--- src/rtl/beta_exe_stage_pkg.sv ---
// beta_exe_stage_pkg: execute-stage memory opcodes, FSM encodings and bus request type
package beta_exe_stage_pkg;
  localparam logic MEM_LOAD_OP = 1'b0;
  localparam logic MEM_STORE_OP = 1'b1;
  localparam logic [1:0] MEM_SIZE_WORD = 2'b00;
  localparam logic [1:0] MEM_SIZE_HALF = 2'b01;
  localparam logic [1:0] MEM_SIZE_BYTE = 2'b10;
  localparam logic [1:0] RDMEM_IDLE = 2'b00;
  localparam logic [1:0] RDMEM_WRDY = 2'b01;
  localparam logic [1:0] RDMEM_WVLD = 2'b10;
  localparam logic [1:0] RDMEM_DONE = 2'b11;
  localparam logic [1:0] WDMEM_IDLE = 2'b00;
  localparam logic [1:0] WDMEM_WRDY = 2'b01;
  localparam logic [1:0] WDMEM_WVLD = 2'b10;
  localparam logic [1:0] WDMEM_DONE = 2'b11;
  typedef struct packed {
    logic [31:0] addr;
    logic [3:0]  be;
    logic        we;
    logic [31:0] wdata;
  } dmem_req_t;
endpackage

--- src/rtl/beta_dmem_align.sv ---
// beta_dmem_align: access legality, byte lanes, store replication and load extension
module beta_dmem_align
  import beta_exe_stage_pkg::*;
(
  input  logic [1:0]  size,
  input  logic [1:0]  off,
  input  logic        sgn,
  input  logic [31:0] wdata,
  input  logic [31:0] rdata,
  output logic        legal,
  output logic [3:0]  be,
  output logic [31:0] store_data,
  output logic [31:0] load_data
);
  logic [31:0] sh;
  // size/offset decode; the load word is shifted down so the addressed lane sits at bit 0
  always_comb begin
    legal = size == MEM_SIZE_WORD ? off == 2'b00 :
            size == MEM_SIZE_HALF ? !off[0] : size == MEM_SIZE_BYTE;
    be = size == MEM_SIZE_WORD ? 4'b1111 :
         size == MEM_SIZE_HALF ? 4'b0011 << {off[1], 1'b0} : 4'b0001 << off;
    store_data = size == MEM_SIZE_HALF ? {2{wdata[15:0]}} :
                 size == MEM_SIZE_BYTE ? {4{wdata[7:0]}} : wdata;
    sh = rdata >> {off, 3'b000};
    load_data = size == MEM_SIZE_HALF ? {{16{sgn & sh[15]}}, sh[15:0]} :
                size == MEM_SIZE_BYTE ? {{24{sgn & sh[7]}}, sh[7:0]} : sh;
  end
endmodule

--- src/rtl/beta_dmem_ctrl.sv ---
// beta_dmem_ctrl: sequences one load/store over a valid/ready data-memory port
module beta_dmem_ctrl
  import beta_exe_stage_pkg::*;
#(
  parameter int ADDR_W = 32,
  parameter int DATA_W = 32
) (
  input  logic              clk,
  input  logic              rst,
  input  logic              lsu_req_i,
  input  logic              lsu_op_i,
  input  logic [1:0]        lsu_size_i,
  input  logic              lsu_unsigned_n_i,
  input  logic [ADDR_W-1:0] lsu_addr_i,
  input  logic [DATA_W-1:0] lsu_wdata_i,
  output logic              lsu_stall_o,
  output logic              lsu_done_o,
  output logic              lsu_err_o,
  output logic [DATA_W-1:0] lsu_rdata_o,
  output logic              dmem_req_valid_o,
  input  logic              dmem_req_ready_i,
  output logic              dmem_we_o,
  output logic [ADDR_W-1:0] dmem_addr_o,
  output logic [3:0]        dmem_be_o,
  output logic [DATA_W-1:0] dmem_wdata_o,
  input  logic              dmem_rsp_valid_i,
  output logic              dmem_rsp_ready_o,
  input  logic [DATA_W-1:0] dmem_rdata_i
);
  logic [1:0] rd_state, wr_state, rd_nxt, wr_nxt, size_q, off_q, sz, off;
  logic sgn_q, err_q, idle, start, legal;
  logic [3:0] be;
  logic [31:0] sdata, ldata, rdata_q;
  dmem_req_t req_q;
  assign idle = rd_state == RDMEM_IDLE && wr_state == WDMEM_IDLE;
  assign start = idle && lsu_req_i;
  assign sz = idle ? lsu_size_i : size_q;
  assign off = idle ? lsu_addr_i[1:0] : off_q;
  beta_dmem_align u_align (
    .size(sz), .off(off), .sgn(sgn_q), .wdata(lsu_wdata_i), .rdata(dmem_rdata_i),
    .legal(legal), .be(be), .store_data(sdata), .load_data(ldata)
  );
  // next state; only the FSM matching the opcode leaves IDLE, and only when both are idle
  always_comb begin
    rd_nxt = rd_state == RDMEM_IDLE ? (start && lsu_op_i == MEM_LOAD_OP ? (legal ? RDMEM_WRDY : RDMEM_DONE) : RDMEM_IDLE) :
             rd_state == RDMEM_WRDY ? (dmem_req_ready_i ? RDMEM_WVLD : RDMEM_WRDY) :
             rd_state == RDMEM_WVLD ? (dmem_rsp_valid_i ? RDMEM_DONE : RDMEM_WVLD) : RDMEM_IDLE;
    wr_nxt = wr_state == WDMEM_IDLE ? (start && lsu_op_i == MEM_STORE_OP ? (legal ? WDMEM_WRDY : WDMEM_DONE) : WDMEM_IDLE) :
             wr_state == WDMEM_WRDY ? (dmem_req_ready_i ? WDMEM_WVLD : WDMEM_WRDY) :
             wr_state == WDMEM_WVLD ? (dmem_rsp_valid_i ? WDMEM_DONE : WDMEM_WVLD) : WDMEM_IDLE;
  end
  // state, captured request and load result; the bus fields only change on a legal accept
  always_ff @(posedge clk or posedge rst) begin
    if (rst) begin
      rd_state <= RDMEM_IDLE;
      wr_state <= WDMEM_IDLE;
      req_q <= '0;
      size_q <= '0;
      off_q <= '0;
      sgn_q <= 1'b0;
      err_q <= 1'b0;
      rdata_q <= '0;
    end else begin
      rd_state <= rd_nxt;
      wr_state <= wr_nxt;
      if (start) begin
        err_q <= !legal;
        rdata_q <= '0;
        if (legal) begin
          req_q <= '{addr: 32'({lsu_addr_i[ADDR_W-1:2], 2'b00}), be: be, we: lsu_op_i, wdata: sdata};
          size_q <= lsu_size_i;
          off_q <= lsu_addr_i[1:0];
          sgn_q <= lsu_unsigned_n_i;
        end
      end
      if (rd_state == RDMEM_WVLD && dmem_rsp_valid_i) rdata_q <= ldata;
    end
  end
  assign lsu_done_o = rd_state == RDMEM_DONE || wr_state == WDMEM_DONE;
  assign dmem_req_valid_o = rd_state == RDMEM_WRDY || wr_state == WDMEM_WRDY;
  assign dmem_rsp_ready_o = rd_state == RDMEM_WVLD || wr_state == WDMEM_WVLD;
  assign lsu_stall_o = !rst && (start || dmem_req_valid_o || dmem_rsp_ready_o);
  assign lsu_err_o = lsu_done_o && err_q;
  assign lsu_rdata_o = lsu_done_o ? rdata_q : '0;
  assign dmem_we_o = req_q.we;
  assign dmem_addr_o = req_q.addr[ADDR_W-1:0];
  assign dmem_be_o = req_q.be;
  assign dmem_wdata_o = req_q.wdata;
endmodule

--- config.mk ---
export PLATFORM = sky130hd
export DESIGN_NAME = beta_dmem_ctrl
export DESIGN_NICKNAME = d
export VERILOG_FILES = /design/src/rtl/beta_exe_stage_pkg.sv /design/src/rtl/beta_dmem_align.sv /design/src/rtl/beta_dmem_ctrl.sv
export SDC_FILE = /design/constraint.sdc
export NUM_CORES = 1
export LEC_CHECK = 0
export BUFFER_PORTS_ARGS = -buffer_cell sky130_fd_sc_hd__clkbuf_2
export CORE_ASPECT_RATIO = 1.1
export CORE_MARGIN = 3
export CORE_UTILIZATION = 30
export CTS_CLUSTER_DIAMETER = 60
export CTS_CLUSTER_SIZE = 24
export DETAILED_ROUTE_END_ITERATION = 16
export PLACE_DENSITY_LB_ADDON = 0.3
export SETUP_SLACK_MARGIN = 0.15
export SYNTH_ARGS = -nofsm -noshare
export SYNTH_HDL_FRONTEND = slang
export SYNTH_SLANG_ARGS = --single-unit
--- constraint.sdc ---
create_clock -name clk -period 3.12 [get_ports clk]
set_input_delay 0.312 -clock clk [delete_from_list [all_inputs] [get_ports clk]]
set_output_delay 0.312 -clock clk [all_outputs]
set_load 0.01 [all_outputs]
==> out/metrics.cfg <==
[critical_path]
cp_max_fo=16
cpPeakStageDelay_ps=780
start_kind=flop
path_cells=or4_1, mux2i_4, a21oi_2, a221o_2, o31ai_2
worst-setup-path-type=flop to flop
crit_slowest_cell=or4_1
cp_data_required_time_ps=3380
cp-end-kind=flop
worst_ep_arrival_time_ps=3050

[global_routing]
grt_usage_pct=16.2
grt_overflow_total=0
grt_pass1_vias=4777
grt_pass1_wl_mm=25.8
grt_max_degree=52
antenna_found_initial=1

[pwr]
p_leak_nw=3.50
power_density_nw_per_um2=1070
vdd_drop_max_mv=0.406

[detailed_routing]
route.detailed.drc=0
drtIter0Drc=193
drt_first_pass_iters=4
drt-wirelength-per-cell_um=17.4
ant_nets=0
drt-total-wl_mm=16.6
via_per_inst=4.88
num_vias=4652

[clock_tree]
cts_root_buffer=clkbuf_16
clkLatencyLatePin_ps=360
cts_tree=yes
htree_num_levels=3
cts-buffers-inserted=9
cts_buffer_depth=2
path_clk_slew_ps=80
hold_buffers=0
post_cts_buffers=0
cts.sinks=109
cts_repair_resize_count=0

[sta]
rsz0062_at_grt=no
finalCriticalPeriod_ps=2790
skew_ps=8.66
slew_violations=0
slew_headroom_pct=48.8
min_period_over_period_pct=89.3
setup_tns_ps=0
setup_viol=0
worst_pin_slew_ps=767
max_freq_mhz=359
hold_viol_final=0

[flow_run]
cap_violations=0

[floorplanning]
io_pins=211
core_um2=18500
dieArea_um2=20600
fp-row-count=52
die_y_um=150
die-width_um=137
initial_core_util_pct=30.6

[synth]
synth_top_area_share_pct=48.2
ys_ff_latch=109
synthesis.yosys.warnings=0
async_flop_share_pct=100
synth_area_per_cell_um2=11.4
synth_cell_types=49
synth-edff-count=0
yosys-top-cells-count=109 x dfrtp_1, 86 x mux2_2, 47 x nand2_1
netlist_area_um2=5660
yosys.area.top_type=dfrtp_1
yosysMostFrequentCell=dfrtp_1
synth-seq-area-share_pct=48.2
yosys_most_used_dff=dfrtp_1
synth.area.top_cells=dfrtp_1 48%, mux2_2 17%, nor2b_1 4.4%
synthCells=498

[place]
placed_cells=937
place_congestion=0.821
portBuffers=208
dp_hpwl_mm=12.4

[layout]
layout.nets=810
fill_cells=1864
syn2layout_area_growth_pct=30.4
stdcell_count=954
layout-drive-gt1-share_pct=50.1

[worst_hold_path]
hold_class=primary input to asynchronous set/reset pin

[outcome]
outcome=finished clean

[registers in the layout, summed over array words and instances (netlist names)]
name	count
dmem_addr_o	30
dmem_we_o	1
sgn_q	1
rdata_q	32
rd_state	2
off_q	2
dmem_wdata_o	32
dmem_be_o	4
err_q	1
wr_state	2
size_q	2
[layer usage]
metal	up-vias	GRT usage (%)	wire length, um
li1	2207	-	-
met1	2259	20.8	7050
met2	169	26.5	7960
met3	17	4.24	1310
met4	0	5.49	228
met5	-	0	0
[report_power, final]
group          switching (mW)  internal (mW)  leakage [nW]
Sequential              0.389           2.05          1.34
Clock                   0.598          0.569         0.144
Combinational            2.27           1.99          2.01
[critical path, delay by kind of cell (launching register included)]
kind	cells	cell delay, ps
mux	1	470
compound gates	3	960
simple gates	1	780
flops	1	470
[cells by family (layout without fill, tap and decap cells)]
logic type	Yosys count	after routing	share of synthesized area (%)
and+or+nand+nor	147	147	13.0
xor gates and xnor gates	3	3	0.464
buffers and inverters	39	250	3.40
other	1	3	0.0662
AOI/OAI and AO/OA	88	88	12.5
DFF	109	109	48.2
muxes	111	111	22.4
[cell usage in the layout (no fill, tap or decap), types with 9 or more instances in the layout]
cell type  Yosys  layout
a31oi_1        9       9
nand3_1       10      10
o31ai_1       14      14
nor2_1        28      28
clkbuf_2       0     208
dfrtp_1      109     109
mux2i_1       13       9
nor2b_1       40      40
mux2_2        86      86
a32o_1        10      10
nand2_1       47      47
a21oi_1       13      13
buf_4          5      17
o31ai_2        9       9
clkbuf_16      0       9
[path summary, 6_finish.rpt]
check                           cells after the start     startpoint  slack (ps)              to
worst max register to register                      5    rd_state[1]         330     rdata_q[25]
min in group clk                                    2  lsu_addr_i[7]         160  dmem_addr_o[7]
max in group asynchronous                           3            rst        2340    dmem_be_o[1]
worst min-delay path                                2            rst         100       dmem_we_o
worst max-delay path                                5    rd_state[1]         330     rdata_q[25]
worst min register to register                      2    rdata_q[20]         480     rdata_q[20]
[through the flow]
step | util [%] | power (mW) | instance area (um^2) | setup slack [ps] | hold slack, ps
after floorplan | - | 5.31 | 5670 | 474 | 441
after global placement | 38.3 | 6.73 | 7090 | 421 | 458
after detailed placement | 38.3 | 6.78 | 7090 | 361 | 464
after CTS | 39.9 | 8.00 | 7380 | 315 | 115
after global routing | 40.0 | 8.47 | 7380 | 213 | 140
final | 40.0 | 7.87 | 7380 | 333 | 97.9
[cell type report]
type	instances	area, um^2	share of cell area [%]
antenna	1	2.50	0.0339
clock buffer	10	229	3.10
clock inverter	6	65.1	0.881
inverter	6	26.3	0.356
multi-input combinational	351	2800	37.9
sequential	109	2730	36.9
tap	243	304	4.12
timing repair buffer	228	1230	16.6
Power figures use the tool's default switching activity.
